## src/rtl/mxa_job_scheduler.sv

```systemverilog
// mxa_job_scheduler: job-level sequencer in front of matrix_accelerator.
// It accepts one command, then for each tile it fetches operands (op_req/op_ack)
// and drives valid_mac until mac_calc_done. On the last tile it can run an
// optional PPU pass. A watchdog aborts a RUN or PPU_WAIT that stalls too long.
// Status goes back on an rsp_valid/rsp_ready handshake.
// Ports:
//   clk, rst (synchronous, active-high)
//   cmd_*      : command handshake and payload (mode, vsq, tiles, scale, bias, ppu_en)
//   op_*       : operand fetch request/ack and the tile index being fetched
//   is_*/valid_*/scale/bias : accelerator controls, held for the whole job
//   mac_calc_done, acc_done : completion pulses from the accelerator
//   rsp_*      : response handshake carrying tiles completed and error code
//   busy       : high whenever the scheduler is not IDLE
// Optional: defining MXA_SCHED_PERF_EN adds saturating perf_busy_cycles and
// perf_fetch_stall counters.
module mxa_job_scheduler #(
  parameter int unsigned TILE_W     = 8,
  parameter int unsigned TMO_W      = 12,
  parameter int unsigned TMO_CYCLES = 2048
) (
  input  logic              clk,
  input  logic              rst,
  input  logic              cmd_valid,
  output logic              cmd_ready,
  input  logic [1:0]        cmd_mode,
  input  logic              cmd_vsq,
  input  logic [TILE_W-1:0] cmd_tiles,
  input  logic [7:0]        cmd_scale,
  input  logic [7:0]        cmd_bias,
  input  logic              cmd_ppu_en,
  output logic              op_req,
  output logic [TILE_W-1:0] op_tile_idx,
  input  logic              op_ack,
  output logic              is_int8_mode,
  output logic              is_int4_mode,
  output logic              is_vsq,
  output logic              valid_mac,
  output logic              valid_ppu,
  output logic [7:0]        scale,
  output logic [7:0]        bias,
  input  logic              mac_calc_done,
  input  logic              acc_done,
  output logic              rsp_valid,
  input  logic              rsp_ready,
  output logic [TILE_W-1:0] rsp_tiles,
  output logic [1:0]        rsp_err,
  output logic              busy
`ifdef MXA_SCHED_PERF_EN
  ,
  output logic [31:0]       perf_busy_cycles,
  output logic [31:0]       perf_fetch_stall
`endif
);

  localparam logic [1:0] ERR_OK      = 2'd0;
  localparam logic [1:0] ERR_TIMEOUT = 2'd1;
  localparam logic [1:0] ERR_MODE    = 2'd2;
  localparam logic [TMO_W-1:0] WDOG_LAST = TMO_W'(TMO_CYCLES - 1);

  typedef enum logic [2:0] {S_IDLE, S_LOAD, S_RUN, S_PPU_WAIT, S_RESP} state_t;

  state_t              state_q, state_d;
  logic [TILE_W-1:0]   idx_q, idx_d;
  logic [TILE_W-1:0]   tiles_q, tiles_d;
  logic [TILE_W-1:0]   done_cnt_q, done_cnt_d;
  logic [TMO_W-1:0]    wdog_q, wdog_d;
  logic                ppu_en_q, ppu_en_d;
  logic                int8_d, int4_d, vsq_d;
  logic [7:0]          scale_d, bias_d;
  logic [TILE_W-1:0]   rsp_tiles_d;
  logic [1:0]          rsp_err_d;
  logic                last_tile_q;
  logic                wdog_expired;
  logic [TILE_W-1:0]   idx_inc;

  assign last_tile_q  = (idx_q == TILE_W'(tiles_q - TILE_W'(1)));
  assign wdog_expired = (wdog_q == WDOG_LAST);
  assign idx_inc      = TILE_W'(idx_q + TILE_W'(1));

  // Next-state and next-register values; outputs are registered from these.
  always_comb begin
    state_d     = state_q;
    idx_d       = idx_q;
    tiles_d     = tiles_q;
    done_cnt_d  = done_cnt_q;
    wdog_d      = wdog_q;
    ppu_en_d    = ppu_en_q;
    int8_d      = is_int8_mode;
    int4_d      = is_int4_mode;
    vsq_d       = is_vsq;
    scale_d     = scale;
    bias_d      = bias;
    rsp_tiles_d = rsp_tiles;
    rsp_err_d   = rsp_err;

    case (state_q)
      S_IDLE: begin
        if (cmd_valid && cmd_ready) begin
          idx_d      = '0;
          done_cnt_d = '0;
          wdog_d     = '0;
          tiles_d    = cmd_tiles;
          ppu_en_d   = cmd_ppu_en;
          int8_d     = (cmd_mode == 2'd1);
          int4_d     = (cmd_mode == 2'd2);
          vsq_d      = cmd_vsq;
          scale_d    = cmd_scale;
          bias_d     = cmd_bias;
          if (cmd_mode == 2'd3) begin
            state_d     = S_RESP;
            rsp_err_d   = ERR_MODE;
            rsp_tiles_d = '0;
          end else if (cmd_tiles == '0) begin
            state_d     = S_RESP;
            rsp_err_d   = ERR_OK;
            rsp_tiles_d = '0;
          end else begin
            state_d = S_LOAD;
          end
        end
      end
      S_LOAD: begin
        if (op_ack) begin
          state_d = S_RUN;
          wdog_d  = '0;
        end
      end
      S_RUN: begin
        // A completion in the expiry cycle wins over the timeout.
        if (mac_calc_done) begin
          done_cnt_d = idx_inc;
          if (!last_tile_q) begin
            idx_d   = idx_inc;
            state_d = S_LOAD;
          end else if (ppu_en_q) begin
            state_d = S_PPU_WAIT;
            wdog_d  = '0;
          end else begin
            state_d     = S_RESP;
            rsp_err_d   = ERR_OK;
            rsp_tiles_d = idx_inc;
          end
        end else if (wdog_expired) begin
          state_d     = S_RESP;
          rsp_err_d   = ERR_TIMEOUT;
          rsp_tiles_d = done_cnt_q;
        end else begin
          wdog_d = TMO_W'(wdog_q + TMO_W'(1));
        end
      end
      S_PPU_WAIT: begin
        if (acc_done) begin
          state_d     = S_RESP;
          rsp_err_d   = ERR_OK;
          rsp_tiles_d = done_cnt_q;
        end else if (wdog_expired) begin
          state_d     = S_RESP;
          rsp_err_d   = ERR_TIMEOUT;
          rsp_tiles_d = done_cnt_q;
        end else begin
          wdog_d = TMO_W'(wdog_q + TMO_W'(1));
        end
      end
      S_RESP: begin
        // Job settings and status clear on the way back to IDLE.
        if (rsp_ready) begin
          state_d     = S_IDLE;
          int8_d      = 1'b0;
          int4_d      = 1'b0;
          vsq_d       = 1'b0;
          scale_d     = '0;
          bias_d      = '0;
          rsp_tiles_d = '0;
          rsp_err_d   = ERR_OK;
        end
      end
      default: state_d = S_IDLE;
    endcase
  end

  // State, job context and registered outputs.
  always_ff @(posedge clk) begin
    if (rst) begin
      state_q      <= S_IDLE;
      idx_q        <= '0;
      tiles_q      <= '0;
      done_cnt_q   <= '0;
      wdog_q       <= '0;
      ppu_en_q     <= 1'b0;
      cmd_ready    <= 1'b1;
      busy         <= 1'b0;
      op_req       <= 1'b0;
      op_tile_idx  <= '0;
      is_int8_mode <= 1'b0;
      is_int4_mode <= 1'b0;
      is_vsq       <= 1'b0;
      scale        <= '0;
      bias         <= '0;
      valid_mac    <= 1'b0;
      valid_ppu    <= 1'b0;
      rsp_valid    <= 1'b0;
      rsp_tiles    <= '0;
      rsp_err      <= ERR_OK;
    end else begin
      state_q      <= state_d;
      idx_q        <= idx_d;
      tiles_q      <= tiles_d;
      done_cnt_q   <= done_cnt_d;
      wdog_q       <= wdog_d;
      ppu_en_q     <= ppu_en_d;
      cmd_ready    <= (state_d == S_IDLE);
      busy         <= (state_d != S_IDLE);
      op_req       <= (state_d == S_LOAD);
      op_tile_idx  <= idx_d;
      is_int8_mode <= int8_d;
      is_int4_mode <= int4_d;
      is_vsq       <= vsq_d;
      scale        <= scale_d;
      bias         <= bias_d;
      valid_mac    <= (state_d == S_RUN);
      valid_ppu    <= (state_d == S_RUN) && ppu_en_d &&
                      (idx_d == TILE_W'(tiles_d - TILE_W'(1)));
      rsp_valid    <= (state_d == S_RESP);
      rsp_tiles    <= rsp_tiles_d;
      rsp_err      <= rsp_err_d;
    end
  end

`ifdef MXA_SCHED_PERF_EN
  // Saturating activity counters.
  always_ff @(posedge clk) begin
    if (rst) begin
      perf_busy_cycles <= '0;
      perf_fetch_stall <= '0;
    end else begin
      if ((state_q != S_IDLE) && (perf_busy_cycles != '1))
        perf_busy_cycles <= perf_busy_cycles + 32'd1;
      if ((state_q == S_LOAD) && !op_ack && (perf_fetch_stall != '1))
        perf_fetch_stall <= perf_fetch_stall + 32'd1;
    end
  end
`endif

endmodule

```

## config.mk

```make
export PLATFORM = sky130hd
export DESIGN_NAME = mxa_job_scheduler
export DESIGN_NICKNAME = d
export VERILOG_FILES = /design/src/rtl/mxa_job_scheduler.sv
export SDC_FILE = /design/constraint.sdc
export NUM_CORES = 1
export LEC_CHECK = 0
export BUFFER_PORTS_ARGS = -buffer_cell sky130_fd_sc_hd__buf_2
export CORE_MARGIN = 2
export CORE_UTILIZATION = 40
export CTS_CLUSTER_SIZE = 14
export DETAILED_ROUTE_END_ITERATION = 8
export PLACE_DENSITY = 0.73
export RECOVER_POWER = 25
export SLEW_MARGIN = 40
export SYNTH_ARGS = -nofsm -noshare
export SYNTH_HDL_FRONTEND = slang
export SYNTH_SLANG_ARGS = --single-unit
export TNS_END_PERCENT = 5
```

## constraint.sdc

```tcl
create_clock -name clk -period 4 [get_ports clk]
set_input_delay 0.4 -clock clk [delete_from_list [all_inputs] [get_ports clk]]
set_output_delay 0.4 -clock clk [all_outputs]
set_load 0.1 [all_outputs]
```

==> flow_summary.toml <==
[setup_path]
slowest_delay_ns = 0.53
worstPathRequired_ns = 4.28
r2r_cells = 14
worstSetupPathType = "register to register"
slowest_stage = "or4_1"
critical_path_arrival_ns = 4.06
cp_cell_sequence = "nand2_1 > nor4_4 > buf_4 > mux2i_1 > ha_1 > inv_1 > or3_1 > nor3_2 > xor2_1 > a21oi_1 > a221o_1 > a211o_1 > or4_1 > nor4_2"
r2r_slack_ns = 0.22
crit_fanout = 4
cp-start-kind = "register"
critPathCaptureType = "register"

[global_routing]
grt_max_degree = 62
antenna_found_initial = 0
grt_usage_pct = 21.0
grt-ovfl-total = 0
grt_first_pass_wirelength_um = 17700
grt_pass1_vias = 3604

[routing]
routedWlPerCell_um = 15.4
drc = 0
drt_wl_total_um = 10800
post_drt_via_cell_ratio = 5.53
via_count = 3902
dr.pass1.iters = 5
ant_nets = 0
first_iter_violations = 291

[logic_synthesis]
yosysSeqAreaShare_pct = 38.2
syn_inst = 494
synth_top_area_share_pct = 38.2
synth_edf_count = 0
synth_common_cells = "dfxtp_1 (75), nor2_1 (75), nand2_1 (61)"
synth_flop_cell = "dfxtp_1"
synthTopCellsByArea = "dfxtp_1 (38%), nor2_1 (7.2%), a21oi_1 (6.4%)"
yosysTopAreaCell = "dfxtp_1"
synth.distinct_cells = 58
syn_nets = 533
yosys_warnings = 0
synth_area_per_cell_um2 = 7.95
synthArstFlopShare_pct = 0
syn_area_um2 = 3930
ys_ff_latch = 75

[pwr]
powerDensity_nw_per_um2 = 436
ir_drop_mv = 0.269
power.leakage_nw = 1.81

[timing]
setup_viol = 0
slew_headroom_pct = 20.1
fin_skew_ns = 0.0229
period_share_pct = 94.6
maxSlewViolCount = 0
rsz0062_at_grt = "false"
min_period_ns = 3.78
tns_ns = 0
timing.fmax_mhz = 264
hold_viol = 0
fin_ws_ns = 0.217
tightest_slew_ns = 1.20

[cells_and_area]
nNetsFinal = 607
antenna_cells = 0
fin_util_pct = 48.2
area_growth_pct = 18.3
post_route_cells_drive_above_1_share_pct = 16.2

[clocking]
clk_pin_slew_worst_paths_ns = 0.09
numCtsBuffers = 9
cts_tree = "yes"
cts.sinks = 75
ctsLongestPathBuffers = 2
cts_hold_buffers = 0
clk_latency_ns = 0.37
cts_max_level = 3
root_buffer = "clkbuf_8"

[floorplan]
rows = 36
core_area_um2 = 9640
start_util_pct = 40.7
die-area_um2 = 10600
fp.dieH_um = 103
io_pins = 78
chipWidth_um = 103

[place]
place_congestion = 0.939
port_buffers = 77
dp_slack_ns = 0.0273
dp_hpwl_um = 7820

[hold_path]
holdPathStages = 2
min_path_type = "input pin to register"

[run]
drv_cap = 0

[outcome]
status = "finished, final reports clean"
cells by family after synthesis:
family / after synthesis / synth area share (%)
and+or+nand+nor: 215 / 26.6
AOI/OAI and AO/OA: 126 / 20.8
DFF: 75 / 38.2
buffers and inverters: 37 / 3.98
xor gates and xnor gates: 33 / 8.06
muxes: 4 / 1.02
adders and majority gates: 4 / 1.27
state kept, by name (all words and copies together) (netlist names):
register / count
bias: 8
busy: 1
cmd_ready: 1
done_cnt_q: 8
idx_q: 8
is_int4_mode: 1
is_int8_mode: 1
is_vsq: 1
op_req: 1
ppu_en_q: 1
rsp_err: 2
rsp_tiles: 8
rsp_valid: 1
scale: 8
state_q: 3
tiles_q: 8
valid_mac: 1
valid_ppu: 1
wdog_q: 12
where the power goes:
group	leakage [nW]	switching, W	internal (W)
clock network	0.0998	0.000346	0.000248
registers	0.609	0.0000344	0.000784
logic	1.10	0.000434	0.000177
total	1.81	0.000814	0.00121
layout by cell type (no fill, tap or decap), types with 3 or more instances in the layout:
| master | netlist | routed |
|---|---|---|
| a21o_1 | 6 | 6 |
| a21oi_1 | 50 | 50 |
| a22oi_1 | 17 | 17 |
| a311oi_1 | 3 | 3 |
| a31oi_1 | 9 | 9 |
| and3_1 | 11 | 11 |
| buf_2 | 2 | 50 |
| buf_4 | 0 | 12 |
| clkbuf_1 | 22 | 28 |
| clkbuf_8 | 0 | 9 |
| dfxtp_1 | 75 | 74 |
| ha_1 | 4 | 4 |
| inv_1 | 10 | 10 |
| mux2i_1 | 4 | 4 |
| nand2_1 | 61 | 61 |
| nand2b_1 | 5 | 5 |
| nand3_1 | 17 | 17 |
| nand3b_1 | 5 | 5 |
| nand4_1 | 4 | 4 |
| nor2_1 | 75 | 75 |
| nor3_1 | 8 | 7 |
| o21ai_0 | 18 | 18 |
| or3_1 | 6 | 6 |
| xnor2_1 | 18 | 18 |
| xor2_1 | 13 | 13 |
worst max-delay path, delay by kind of cell (launching register included):
kind | cells | cell delay [ns]
AO/OA/AOI/OAI | 3 | 0.76
XOR/XNOR | 1 | 0.16
adder cells (fa/ha/maj) | 1 | 0.24
buffers and inverters | 2 | 0.28
flip-flops | 1 | 0.36
multiplexers | 1 | 0.24
AND/OR/NAND/NOR | 6 | 1.67
worst paths after layout:
check | from | to
worst max-delay path | cmd_ready | valid_ppu
worst min-delay path | rst | ppu_en_q
worst max register to register | cmd_ready | valid_ppu
worst min register to register | done_cnt_q[6] | done_cnt_q[6]
area by class of cell:
| cell class | instances | area [um^2] |
|---|---|---|
| tap | 133 | 166 |
| multi-input combinational | 382 | 2290 |
| clock buffer | 9 | 124 |
| sequential | 75 | 1510 |
| inverter | 10 | 37.5 |
| fill | 990 | 4990 |
| clock inverter | 7 | 80.1 |
| timing repair buffer | 90 | 445 |
metal layers:
metal / wire [um] / track usage (%) / up-vias
li1: - / - / 1899
met1: 4890 / 28.6 / 1809
met2: 4910 / 33.0 / 176
met3: 885 / 5.97 / 18
met4: 165 / 5.16 / 0
met5: 0 / 0 / -
what timing repair did:
item                                    CTS  global route
endpoints found under the setup margin    0             1
resized for setup                         0             1
buffers inserted                          0             1
through the flow:
stage	instances	power [W]	area [um^2]	hold slack [ns]
floorplan	494	0.00131	3940	0.436
global placement	689	0.00143	4470	0.439
detailed placement	689	0.00144	4470	0.448
CTS	705	0.00203	4670	0.233
global route	706	0.00211	4650	0.263
finish	706	0.00202	4650	0.243
(Power assumes the default switching activity.)
